===== config.mk =====
export PLATFORM = sky130hd
export DESIGN_NAME = ttt_game_ctrl
export DESIGN_NICKNAME = d
export VERILOG_FILES = /design/src/rtl/ttt_pkg.sv /design/src/rtl/ttt_line_check.sv /design/src/rtl/ttt_game_ctrl.sv
export SDC_FILE = /design/constraint.sdc
export NUM_CORES = 1
export LEC_CHECK = 0
export CAP_MARGIN = 10
export CORE_UTILIZATION = 45
export DETAILED_ROUTE_END_ITERATION = 8
export PLACE_DENSITY_LB_ADDON = 0.2
export SLEW_MARGIN = 10
export SYNTH_ARGS = -nofsm -noshare
export SYNTH_HDL_FRONTEND = slang
export SYNTH_HIERARCHICAL = 1
export SYNTH_SLANG_ARGS = --single-unit
export TNS_END_PERCENT = 100

===== constraint.sdc =====
create_clock -name clk -period 2.82 [get_ports clk]
set_clock_uncertainty 0.15 [all_clocks]
set_input_delay 0.705 -clock clk [delete_from_list [all_inputs] [get_ports clk]]
set_output_delay 0.705 -clock clk [all_outputs]
set_load 0.1 [all_outputs]

===== src/rtl/ttt_pkg.sv =====
// rtl/ttt_pkg.sv - shared types and constants for the tic-tac-toe game controller
package ttt_pkg;

    typedef enum logic [2:0] {
        ST_CLEAR,
        ST_WAIT,
        ST_SET,
        ST_CHECK,
        ST_OVER
    } state_t;

    localparam logic SYM_X     = 1'b0;
    localparam logic SYM_O     = 1'b1;
    localparam int   NUM_CELLS = 9;
    localparam int   NUM_LINES = 8;

    // Cell triples indexed by win_line bit: rows 0-2, columns 3-5, diagonals 6-7.
    localparam logic [NUM_LINES-1:0][2:0][3:0] WIN_LINES = {
        {4'd6, 4'd4, 4'd2},
        {4'd8, 4'd4, 4'd0},
        {4'd8, 4'd5, 4'd2},
        {4'd7, 4'd4, 4'd1},
        {4'd6, 4'd3, 4'd0},
        {4'd8, 4'd7, 4'd6},
        {4'd5, 4'd4, 4'd3},
        {4'd2, 4'd1, 4'd0}
    };

endpackage


===== src/rtl/ttt_line_check.sv =====
// rtl/ttt_line_check.sv - combinational evaluation of the eight winning lines
module ttt_line_check
    import ttt_pkg::*;
(
    input  logic [8:0] cell_valid,
    input  logic [8:0] cell_symbol,
    output logic [7:0] x_lines,
    output logic [7:0] o_lines
);

    for (genvar l = 0; l < NUM_LINES; l++) begin : g_line
        logic [2:0] w_v;
        logic [2:0] w_s;
        for (genvar k = 0; k < 3; k++) begin : g_cell
            assign w_v[k] = cell_valid[WIN_LINES[l][k]];
            assign w_s[k] = cell_symbol[WIN_LINES[l][k]];
        end
        assign x_lines[l] = (&w_v) && (w_s == {3{SYM_X}});
        assign o_lines[l] = (&w_v) && (w_s == {3{SYM_O}});
    end

endmodule


===== src/rtl/ttt_game_ctrl.sv =====
// rtl/ttt_game_ctrl.sv - turn, move legality and result FSM for a nine-cell board
module ttt_game_ctrl
    import ttt_pkg::*;
#(
    parameter bit FIRST_PLAYER = 1'b0
) (
    input  logic       clk,
    input  logic       reset,
    input  logic       p0_req,
    input  logic [3:0] p0_pos,
    input  logic       p1_req,
    input  logic [3:0] p1_pos,
    input  logic       new_game,
    input  logic [8:0] cell_valid,
    input  logic [8:0] cell_symbol,
    output logic [8:0] cell_set,
    output logic       set_symbol,
    output logic       cells_reset,
    output logic       turn,
    output logic       move_ack,
    output logic       illegal,
    output logic       game_over,
    output logic       win,
    output logic       draw,
    output logic       winner,
    output logic [7:0] win_line
);

    state_t     r_state, w_state_nxt;
    logic [8:0] r_cell_set, w_cell_set_nxt;
    logic       r_set_symbol, w_set_symbol_nxt;
    logic       r_cells_reset, w_cells_reset_nxt;
    logic       r_turn, w_turn_nxt;
    logic       r_move_ack, w_move_ack_nxt;
    logic       r_illegal, w_illegal_nxt;
    logic       r_game_over, w_game_over_nxt;
    logic       r_win, w_win_nxt;
    logic       r_draw, w_draw_nxt;
    logic       r_winner, w_winner_nxt;
    logic [7:0] r_win_line, w_win_line_nxt;

    logic       w_req;
    logic [3:0] w_pos;
    logic [8:0] w_onehot;
    logic       w_legal;
    logic [7:0] w_x_lines, w_o_lines;
    logic       w_won, w_full;

    ttt_line_check u_line_check (
        .cell_valid  (cell_valid),
        .cell_symbol (cell_symbol),
        .x_lines     (w_x_lines),
        .o_lines     (w_o_lines)
    );

    // Only the player whose turn it is gets looked at; the other request is dropped silently.
    assign w_req    = (r_turn == SYM_O) ? p1_req : p0_req;
    assign w_pos    = (r_turn == SYM_O) ? p1_pos : p0_pos;
    assign w_onehot = 9'b1 << w_pos;
    assign w_legal  = (w_pos < 4'(NUM_CELLS)) && ((w_onehot & cell_valid) == 9'b0);
    assign w_won    = |(w_x_lines | w_o_lines);
    assign w_full   = &cell_valid;

    always_ff @(posedge clk) begin
        if (reset) begin
            r_state       <= ST_CLEAR;
            r_cell_set    <= '0;
            r_set_symbol  <= 1'b0;
            r_cells_reset <= 1'b0;
            r_turn        <= FIRST_PLAYER;
            r_move_ack    <= 1'b0;
            r_illegal     <= 1'b0;
            r_game_over   <= 1'b0;
            r_win         <= 1'b0;
            r_draw        <= 1'b0;
            r_winner      <= 1'b0;
            r_win_line    <= '0;
        end else begin
            r_state       <= w_state_nxt;
            r_cell_set    <= w_cell_set_nxt;
            r_set_symbol  <= w_set_symbol_nxt;
            r_cells_reset <= w_cells_reset_nxt;
            r_turn        <= w_turn_nxt;
            r_move_ack    <= w_move_ack_nxt;
            r_illegal     <= w_illegal_nxt;
            r_game_over   <= w_game_over_nxt;
            r_win         <= w_win_nxt;
            r_draw        <= w_draw_nxt;
            r_winner      <= w_winner_nxt;
            r_win_line    <= w_win_line_nxt;
        end
    end

    always_comb begin
        w_state_nxt = r_state;
        if (new_game) begin
            w_state_nxt = ST_CLEAR;
        end else begin
            case (r_state)
                ST_CLEAR: w_state_nxt = ST_WAIT;
                ST_WAIT:  if (w_req && w_legal) w_state_nxt = ST_SET;
                ST_SET:   w_state_nxt = ST_CHECK;
                ST_CHECK: w_state_nxt = (w_won || w_full) ? ST_OVER : ST_WAIT;
                ST_OVER:  w_state_nxt = ST_OVER;
                default:  w_state_nxt = ST_CLEAR;
            endcase
        end
    end

    // Next values of the registered outputs; pulses default low, results hold.
    always_comb begin
        w_cell_set_nxt    = '0;
        w_set_symbol_nxt  = 1'b0;
        w_cells_reset_nxt = 1'b0;
        w_move_ack_nxt    = 1'b0;
        w_illegal_nxt     = 1'b0;
        w_turn_nxt        = r_turn;
        w_game_over_nxt   = r_game_over;
        w_win_nxt         = r_win;
        w_draw_nxt        = r_draw;
        w_winner_nxt      = r_winner;
        w_win_line_nxt    = r_win_line;
        if (!new_game) begin
            case (r_state)
                ST_CLEAR: begin
                    w_cells_reset_nxt = 1'b1;
                    w_turn_nxt        = FIRST_PLAYER;
                    w_game_over_nxt   = 1'b0;
                    w_win_nxt         = 1'b0;
                    w_draw_nxt        = 1'b0;
                    w_winner_nxt      = 1'b0;
                    w_win_line_nxt    = '0;
                end
                ST_WAIT: begin
                    if (w_req && w_legal) begin
                        w_cell_set_nxt   = w_onehot;
                        w_set_symbol_nxt = r_turn;
                        w_move_ack_nxt   = 1'b1;
                    end else if (w_req) begin
                        w_illegal_nxt    = 1'b1;
                    end
                end
                ST_CHECK: begin
                    if (w_won) begin
                        w_game_over_nxt = 1'b1;
                        w_win_nxt       = 1'b1;
                        w_winner_nxt    = (|w_x_lines) ? SYM_X : SYM_O;
                        w_win_line_nxt  = w_x_lines | w_o_lines;
                    end else if (w_full) begin
                        w_game_over_nxt = 1'b1;
                        w_draw_nxt      = 1'b1;
                    end else begin
                        w_turn_nxt      = ~r_turn;
                    end
                end
                default: ;
            endcase
        end
    end

    assign cell_set    = r_cell_set;
    assign set_symbol  = r_set_symbol;
    assign cells_reset = r_cells_reset;
    assign turn        = r_turn;
    assign move_ack    = r_move_ack;
    assign illegal     = r_illegal;
    assign game_over   = r_game_over;
    assign win         = r_win;
    assign draw        = r_draw;
    assign winner      = r_winner;
    assign win_line    = r_win_line;

endmodule

Yosys cells after proc, flatten, opt, wreduce, memory -nomap -nowiden:

Index checks and enable logic that the tools add are counted.

* magnitude comparators: 1
* equality and inequality tests: 18
* shift operators: 1
* mux-type cells: 23
* bitwise gates (word level): 6
* reduce and logical (&&, ||, !) cells: 49

Operators with widths (count)
* $reduce_and A3 Y1: 10
* $eq A3 B3 Y1 const B: 9
* $logic_not A3 Y1: 9
* $logic_and A1 B1 Y1: 18
* $pmux W8 S2: 1
* $reduce_or A8 Y1: 2
* $pmux W3 S5: 1
* $mux W1: 12
* $ne A2 B2 Y1 const B: 5
* $pmux W1 S2: 5
* $and A9 B9 Y9: 1
* $logic_not A9 Y1: 1
* $reduce_and A9 Y1: 1
* $shl A1 B4 Y9 const A: 1
* $mux W8: 1
* $or A8 B8 Y8: 1
* $reduce_and A4 Y1: 2
* $reduce_or A4 Y1: 2
* $eq A3 B2 Y1 const B: 2
* $mux W3: 2
* $lt A4 B4 Y1 const B: 1
* $mux W4: 1
* $not A1 Y1: 4
* $eq A3 B1 Y1 const B: 1
* 5 further kinds: 5

* register bits: 29
* input bits: 31
* output and inout bits: 26
* word-level logic and storage cells: 110

Logic depth before layout (Yosys ltp):

Gate-level depths: netlist of run 1.

* depth in word-level cells: 8
* depth in mapped cells: 9
* mapped depth without buffers: 7

Modules after synthesis:

The synthesis of run 1 kept the hierarchy.

Modules (own cells, without submodules)
* ttt_game_ctrl: times used 1, cells an instance 176, area each 1490.2 um^2, seq. area each 580.6 um^2
* ttt_line_check: times used 1, cells an instance 35, area each 209.0 um^2, seq. area each 0.0 um^2

Worst setup path after synthesis of run 1:

No wires, ideal clock.

* path kind: register -> register
* from: register r_turn, in the netlist turn
* to: register r_state[0]
* library setup time: 0.122 ns
* arrival: 2.418 ns
* required time: 2.548 ns
* slack: 0.130 ns
* stages on the path, launching flop included: 7
* path buffers: 1
* clock period less this slack: 2.690 ns
* cell sequence: dfxtp_1 > buf_6 > mux2i_1 > mux2_4 > a31oi_1 > nand4_2 > o311a_1

* cells in the longest elaborated chain, start to end: 7

RTL lines
* from (decl): RTL line ttt_game_ctrl.sv:33 `logic r_turn, w_turn_nxt;`
* from (signal assigned): RTL line ttt_game_ctrl.sv:83 `r_turn <= w_turn_nxt;`
* $mux W4: RTL line ttt_game_ctrl.sv:58 `assign w_pos = (r_turn == SYM_O) ? p1_pos : p0_pos;`
* $shl A1 B4 Y9: RTL line ttt_game_ctrl.sv:59 `assign w_onehot = 9'b1 << w_pos;`
* $and A9 B9 Y9: RTL line ttt_game_ctrl.sv:60 `assign w_legal = (w_pos < 4'(NUM_CELLS)) && ((w_onehot & cell_valid) == 9'b0);`
* $logic_not A9 Y1: RTL line ttt_game_ctrl.sv:60
* $logic_and A1 B1 Y1: RTL line ttt_game_ctrl.sv:60
* $logic_and A1 B1 Y1 *: RTL line ttt_game_ctrl.sv:101 `ST_WAIT: if (w_req && w_legal) w_state_nxt = ST_SET;`
* $ne A2 B2 Y1 (no source line) *
* to (signal assigned): RTL line ttt_game_ctrl.sv:79 `r_state <= w_state_nxt;`
* to (decl): RTL line ttt_game_ctrl.sv:29 `state_t r_state, w_state_nxt;`

Every way passes the cells marked *; elsewhere a longest branch is shown, timed or not.
A chain may end at the register's enable or synchronous reset.

Final worst setup path of run 1:

* from: input port cell_symbol[7]
* to: register r_turn, in the netlist turn

* cells in the longest elaborated chain, start to end: 6

RTL lines
* from (decl): RTL line ttt_game_ctrl.sv:15 `input logic [8:0] cell_symbol,`
* $logic_not A3 Y1: RTL line ttt_line_check.sv:18 `assign x_lines[l] = (&w_v) && (w_s == {3{SYM_X}});`
* $logic_and A1 B1 Y1: RTL line ttt_line_check.sv:18
* named net w_x_lines[2]: RTL line ttt_game_ctrl.sv:46 `logic [7:0] w_x_lines, w_o_lines;`
* $or A8 B8 Y8: RTL line ttt_game_ctrl.sv:61 `assign w_won = |(w_x_lines | w_o_lines);`
* $reduce_or A8 Y1: RTL line ttt_game_ctrl.sv:61
* $ne A2 B2 Y1 (no source line)
* $reduce_and A4 Y1 (no source line)

The timed path passes the listed nets, and every way through them passes these cells.

==> summary.md, run 1 <==
| Metric | Value |
|---|---|
| Outcome | `complete, no violations` |
| Post-synthesis register bit count | `29` |
| Vias in the first global route | `1842` |
| Req. time, crit path | `2880 ps` |
| GRT Total Usage | `0.253` |
| Slew Viols, Final | `0` |
| Slowest cell delay on critical path | `500 ps` |
| Synth Cell Area | `1700 um^2` |
| LEAKAGE | `1.03 nW` |
| Routed via count | `1908` |
| Remaining DRCs | `0` |
| Count of cell types in the netlist | `49` |
| Post-placement cell area | `2510 um^2` |
| IO Port Bufs | `56` |
| First-pass GRT wire length | `7890 um` |
| CTS tree | `yes` |
| Avg Inst Size Synth | `8.05 um^2` |
| Final Hold Viols | `0` |
| Final Setup Violations | `0` |
| Post-Synthesis Cells | `211` |
| VDD IR-drop max | `0.000301 V` |
| Clock Tree Root | `clkbuf_8` |
| Max FFs per register | `9` |
| Chip Height | `63.4 um` |
| Final instance area | `2590 um^2` |
| Max-slew headroom | `0.690` |
| R2R depth | `7` |
| Kind of critical path | `primary input to flop` |
| DP HPWL | `3750 um` |
| Hold Crit Depth | `2` |
| Initial antenna violation count | `0` |
| Fin util | `0.747` |
| Synth area leaders | `dfxtp_1 (34%), nand2_1 (7.7%), nor3_1 (5.3%)` |
| # diodes | `0` |
| CP bufs+invs | `1` |
| Worst-Margin Slew | `463 ps` |
| Die ar. | `4030 um^2` |
| TritonCTS buffer count | `5` |
| Initial DRC count | `89` |
| Worst hold path class | `flop to flop` |
| Routed wire length per instance | `13.5 um` |
| Clock Latency Late Sink | `280 ps` |
| R2r endpoint | `cell_set[3]$_SDFF_PP0_` |
| Stages on the worst setup path | `8` |
| Crit path DAT | `2790 ps` |
| Antenna viol nets, final | `0` |
| Rows | `21` |
| RD Place Congestion | `0.870` |
| CTS Sinks | `29` |
| Ys flop type | `dfxtp_1` |
| Fin crit period | `2730 ps` |
| Nets | `336` |
| Worst path top cell family by delay | `simple AND/OR/NAND/NOR gates` |
| Crit start category | `primary input` |
| CP Cell Sequence | `clkdlybuf4s50_1 > nand2b_1 > nor3_1 > nor4_1 > nand4_1 > or4_1 > a21o_1 > a21oi_1` |
| Maxcap violations | `0` |
| Drt total wl | `4750 um` |
| Fmax | `367 MHz` |
| Largest net degree at the start of global routing | `21` |
| Crit end category | `flop` |
| Reg2reg start | `turn$_SDFFE_PP0P_` |
| Initial core utilization | `0.490` |
| DRT Pass-1 Iters | `6` |
| Area leader, netlist | `dfxtp_1` |
| Pwr Density | `356 nW/um^2` |
| Synth top area share | `0.342` |
| Core region area | `3470 um^2` |
| Routed vias/inst | `5.42` |
| Origin of the worst setup path | `cell_symbol[7]` |
| Number of synthesized flops with an enable pin | `0` |
| Total power | `922 uW` |
| Clock Tree Buf Depth | `2` |
| Grt total ovfl | `0` |
| Crit-path max FO | `3` |
| RSZ-0062 raised after global routing | `no` |
| H-Tree Level Count | `2` |
| Fraction of layout cells with a size suffix above 1 | `0.317` |
| Asr flop ratio synth | `0` |
| Synth warn | `6` |
| Die W | `63.4 um` |
| Period utilization | `0.967` |
| Area Overhead vs Synth | `52.5%` |
| Setup crit end | `turn$_SDFFE_PP0P_` |
| # IOs | `57` |
| CP max stage cell | `or4_1` |
| Syn Nets | `242` |
| Clk slew on worst S/H paths | `60 ps` |
| Sequential fraction of the synthesis area | `0.342` |
| Reg-to-reg setup timing slack | `570 ps` |
==> synth_stat cells, types with 3 or more instances <==
cell type / instances
nand2_1: 35
dfxtp_1: 29
nor3_1: 18
nor2_1: 13
a21oi_1: 12
or3_1: 10
nand2b_1: 8
nor3_2: 7
nor4_1: 7
inv_1: 5
clkbuf_1: 4
nor3b_1: 4
o21ai_0: 4
buf_2: 3
buf_6: 3
mux2i_1: 3
nand3_1: 3
o22ai_1: 3
==> cell families after synthesis <==
logic type / Yosys count / synth area share
buffers and inverters: 16 / 0.0530
flip-flops: 29 / 0.342
AND/OR/NAND/NOR: 124 / 0.427
AO/OA/AOI/OAI: 36 / 0.138
multiplexers: 6 / 0.0398
==> layer usage <==
metal	wire length, um	global-route usage	part of all wire	vias to the layer above
met5	0	0	0	-
met4	111	0.0966	0.023	0
met3	318	0.0833	0.067	14
met2	2320	0.438	0.49	72
met1	2000	0.285	0.42	866
li1	-	-	-	956
==> metrics by stage <==
stage          hold WS, ps  worst slack, ps  TNS, ps  cells
2_1_floorplan          355              130        0    211
3_3_place_gp           291            -92.3     -530    344
3_5_place_dp           298             -147    -1080    344
4_1_cts                309             98.5        0    352
5_1_grt                324             4.18        0    352
6_report               308             93.7        0    352
==> repair_timing <==
| action | in CTS | in global routing |
|---|---|---|
| buffers inserted | 0 | 0 |
| gates resized for setup | 0 | 0 |
| endpoints found under the setup margin | 0 | 1 |
| hold buffers | 0 | 0 |
| hold endpoints to repair | 0 | 0 |
==> how the worst min path moves through the flow <==
| stage | startpoint | to |
|---|---|---|
| floorplan | r_state[2]$_SDFFE_PP0P_ | game_over$_SDFFE_PP0P_ |
| global placement | win_line[0]$_SDFFE_PP0P_ | win_line[0]$_SDFFE_PP0P_ |
| detailed placement | win_line[2]$_SDFFE_PP0P_ | win_line[2]$_SDFFE_PP0P_ |
| CTS | win_line[2]$_SDFFE_PP0P_ | win_line[2]$_SDFFE_PP0P_ |
| global route | win_line[5]$_SDFFE_PP0P_ | win_line[5]$_SDFFE_PP0P_ |
| finish | win_line[0]$_SDFFE_PP0P_ | win_line[0]$_SDFFE_PP0P_ |
==> where the power goes <==
part | total (mW) | internal, mW | switching, mW | leakage [nW]
Sequential | 0.414 | 0.412 | 0.00204 | 0.234
Clock | 0.318 | 0.170 | 0.148 | 0.0450
Combinational | 0.190 | 0.0979 | 0.0919 | 0.749
Total | 0.922 | 0.680 | 0.242 | 1.03
==> layout make-up <==
| type | instances | area (um^2) |
|---|---|---|
| multi-input cells | 166 | 1030 |
| fillers | 293 | 877 |
| repair buffers | 98 | 823 |
| flip-flops and latches | 29 | 581 |
| clock buffers | 6 | 72.6 |
| well taps | 46 | 57.6 |
| inverters | 5 | 18.8 |
| clock inverters | 2 | 10.0 |
==> tightest hold or removal path, cell delays in order (launching register included) <==
cell and delay [ps]:
dfxtp_1 310, nand2_1 50, a21oi_1 50
==> placed cells by master (no fill, tap or decap), types with 3 or more instances in the layout <==
master | synthesis | layout
o22ai_1 | 3 | 3
nand2b_1 | 8 | 8
nor3_2 | 7 | 7
dfxtp_1 | 29 | 29
o21ai_0 | 4 | 4
buf_4 | 1 | 67
clkbuf_8 | 0 | 5
a21oi_1 | 12 | 12
inv_1 | 5 | 5
nor4_1 | 7 | 7
nor3b_1 | 4 | 4
nand3_1 | 3 | 3
nand2_1 | 35 | 35
mux2i_1 | 3 | 3
nor2_1 | 13 | 13
or3_1 | 10 | 10
nor3_1 | 18 | 18
clkdlybuf4s50_1 | 0 | 30
No activity file was read; power rests on OpenSTA's default activity.
==> run 2: changes to the inputs <==
--- a/config.mk
+++ b/config.mk
@@ -8,6 +8,7 @@
 export CAP_MARGIN = 10
 export CORE_UTILIZATION = 45
 export DETAILED_ROUTE_END_ITERATION = 8
+export DONT_BUFFER_PORTS = 1
 export PLACE_DENSITY_LB_ADDON = 0.2
 export SLEW_MARGIN = 10
 export SYNTH_ARGS = -nofsm -noshare
==> run 2 against run 1 <==
Compared with the run above:
- sequential cell count did not move
- global-route usage fell by 3.1 points
- die area did not move
- critical path depth fell by 1
- via count fell by 14%
- final area fell by 23%
- largest cell class unchanged
- highest routed layer unchanged
- combinational power fell by 50%
- utilization fell by 17 points
==> summary.md, run 2 (same netlist as run 1, synthesis figures left out) <==
| Metric | Value |
|---|---|
| Outcome | `complete, no violations` |
| Kind of critical path | `flop to flop` |
| Post-CTS sizing | `0` |
| Maxcap violations | `0` |
| Final Hold Viols | `0` |
| Fraction of layout cells with a size suffix above 1 | `0.245` |
| CP Cell Sequence | `buf_4 > inv_1 > o31ai_1 > o31ai_1 > nand4_2 > buf_4 > o21ai_1` |
| Register area | `581 um^2` |
| Fin util | `0.576` |
| Core region area | `3470 um^2` |
| Largest net degree at the start of global routing | `22` |
| First-pass GRT wire length | `7160 um` |
| Crit-path max FO | `17` |
| TritonCTS buffer count | `5` |
| Multi-input logic area | `1030 um^2` |
| # diodes | `0` |
| DP HPWL | `3330 um` |
| Area Overhead vs Synth | `17.5%` |
| # IOs | `57` |
| Fillers | `337` |
| DRT Pass-1 Iters | `5` |
| Fin Setup TNS | `0 ps` |
| Worst-Margin Slew | `597 ps` |
| Clock Tree Root | `clkbuf_8` |
| Drt total wl | `4280 um` |
| RSZ-0062 raised after global routing | `no` |
| Routed vias/inst | `5.80` |
| Setup bufs post-CTS | `0` |
| CP max stage cell | `o31ai_1` |
| Clk slew on worst S/H paths | `60 ps` |
| Routed wire length per instance | `15.1 um` |
| Pwr Density | `417 nW/um^2` |
| Antenna viol nets, final | `0` |
| Fin crit period | `2410 ps` |
| Initial antenna violation count | `0` |
| CTS tree | `yes` |
| Post-CTS Hold Buffers | `0` |
| Final Setup Violations | `0` |
| Vias in the first global route | `1628` |
| Worst hold path class | `primary input to flop` |
| Initial DRC count | `150` |
| Most frequent standard cell in the layout excluding fill and tap cells | `nand2_1` |
| Max FFs per register | `9` |
| VDD IR-drop max | `0.000351 V` |
| Die W | `63.4 um` |
| Req. time, crit path | `2810 ps` |
| Max-slew headroom | `0.599` |
| Chip Height | `63.4 um` |
| LEAKAGE | `0.713 nW` |
| Crit start category | `flop` |
| GRT Total Usage | `0.222` |
| CTS Sinks | `29` |
| Clock Tree Buf Depth | `2` |
| Die ar. | `4030 um^2` |
| Grt total ovfl | `0` |
| Slew Viols, Final | `0` |
| Total power | `834 uW` |
| Slowest cell delay on critical path | `550 ps` |
| Nets | `268` |
| H-Tree Level Count | `2` |
| Rows | `21` |
| Fmax | `416 MHz` |
| Period utilization | `0.853` |
| Routed via count | `1640` |
| IO Port Bufs | `0` |
| Crit path DAT | `2400 ps` |
| Clock Latency Late Sink | `270 ps` |
| Crit end category | `flop` |
| Remaining DRCs | `0` |
| RD Place Congestion | `0.912` |
| Commonest cells after routing, fill and taps aside | `nand2_1 (35), buf_4 (30), dfxtp_1 (29)` |
| Initial core utilization | `0.490` |
-- run 2: cell count changes in the layout (fill, tap and decap cells not counted) --
cell,change
clkdlybuf4s50_1,-30
clkbuf_8,+1
buf_12,-1
clkinv_2,-2
buf_4,-37
-- run 2: final timing paths --
path / startpoint / endpoint / slack, ps / depth (start not counted)
setup / recovery: turn$_SDFFE_PP0P_ / r_state[1]$_SDFFE_PP0P_ / 410 / 7
hold / removal: reset / turn$_SDFFE_PP0P_ / 350 / 1
setup reg to reg: turn$_SDFFE_PP0P_ / r_state[1]$_SDFFE_PP0P_ / 410 / 7
hold reg to reg: r_state[2]$_SDFFE_PP0P_ / game_over$_SDFFE_PP0P_ / 420 / 1
-- run 2: through the flow --
| step | instance area, um^2 | cells | worst slack [ps] | hold WS, ps |
|---|---|---|---|---|
| floorplan | 1700 | 211 | 130 | 355 |
| finish | 2000 | 283 | 414 | 353 |
| detailed placement | 1910 | 276 | 278 | 397 |
| CTS | 2000 | 283 | 416 | 340 |
| global placement | 1910 | 276 | 336 | 388 |
| global route | 2000 | 283 | 210 | 336 |
-- run 2: power breakdown --
part	internal [mW]	switching [mW]	total, mW
registers	0.412	0.00202	0.414
logic	0.0358	0.0583	0.0941
clock network	0.193	0.132	0.325
total	0.641	0.193	0.834
-- run 2: layout make-up --
class,instances,area share
inverter,5,0.00940
clock buffer,7,0.0432
tap,46,0.0288
multi-input combinational,166,0.515
timing repair buffer,30,0.113
sequential,29,0.291
-- run 2: per-layer routing --
layer | vias to the layer above | wire, um | global-route usage
met5 | - | 0 | 0
met4 | 0 | 50 | 0.0625
met3 | 6 | 345 | 0.0725
met2 | 61 | 2090 | 0.388
met1 | 756 | 1790 | 0.256
li1 | 817 | - | -
-- run 2: worst max-delay path: cells and delay by family (launching register included) --
kind	cells	cell delay, ps
AO/OA/AOI/OAI	3	810
buffers and inverters	3	560
AND/OR/NAND/NOR	1	300
flip-flops	1	450
==> run 3: changes to the inputs <==
--- a/config.mk
+++ b/config.mk
@@ -7,6 +7,7 @@
 export LEC_CHECK = 0
 export CAP_MARGIN = 10
 export CORE_UTILIZATION = 45
+export CTS_CLUSTER_SIZE = 30
 export DETAILED_ROUTE_END_ITERATION = 8
 export DONT_BUFFER_PORTS = 1
 export PLACE_DENSITY_LB_ADDON = 0.2
==> results of run 3 <==
The final DEF is identical to that of run 2; final timing and power are the same.
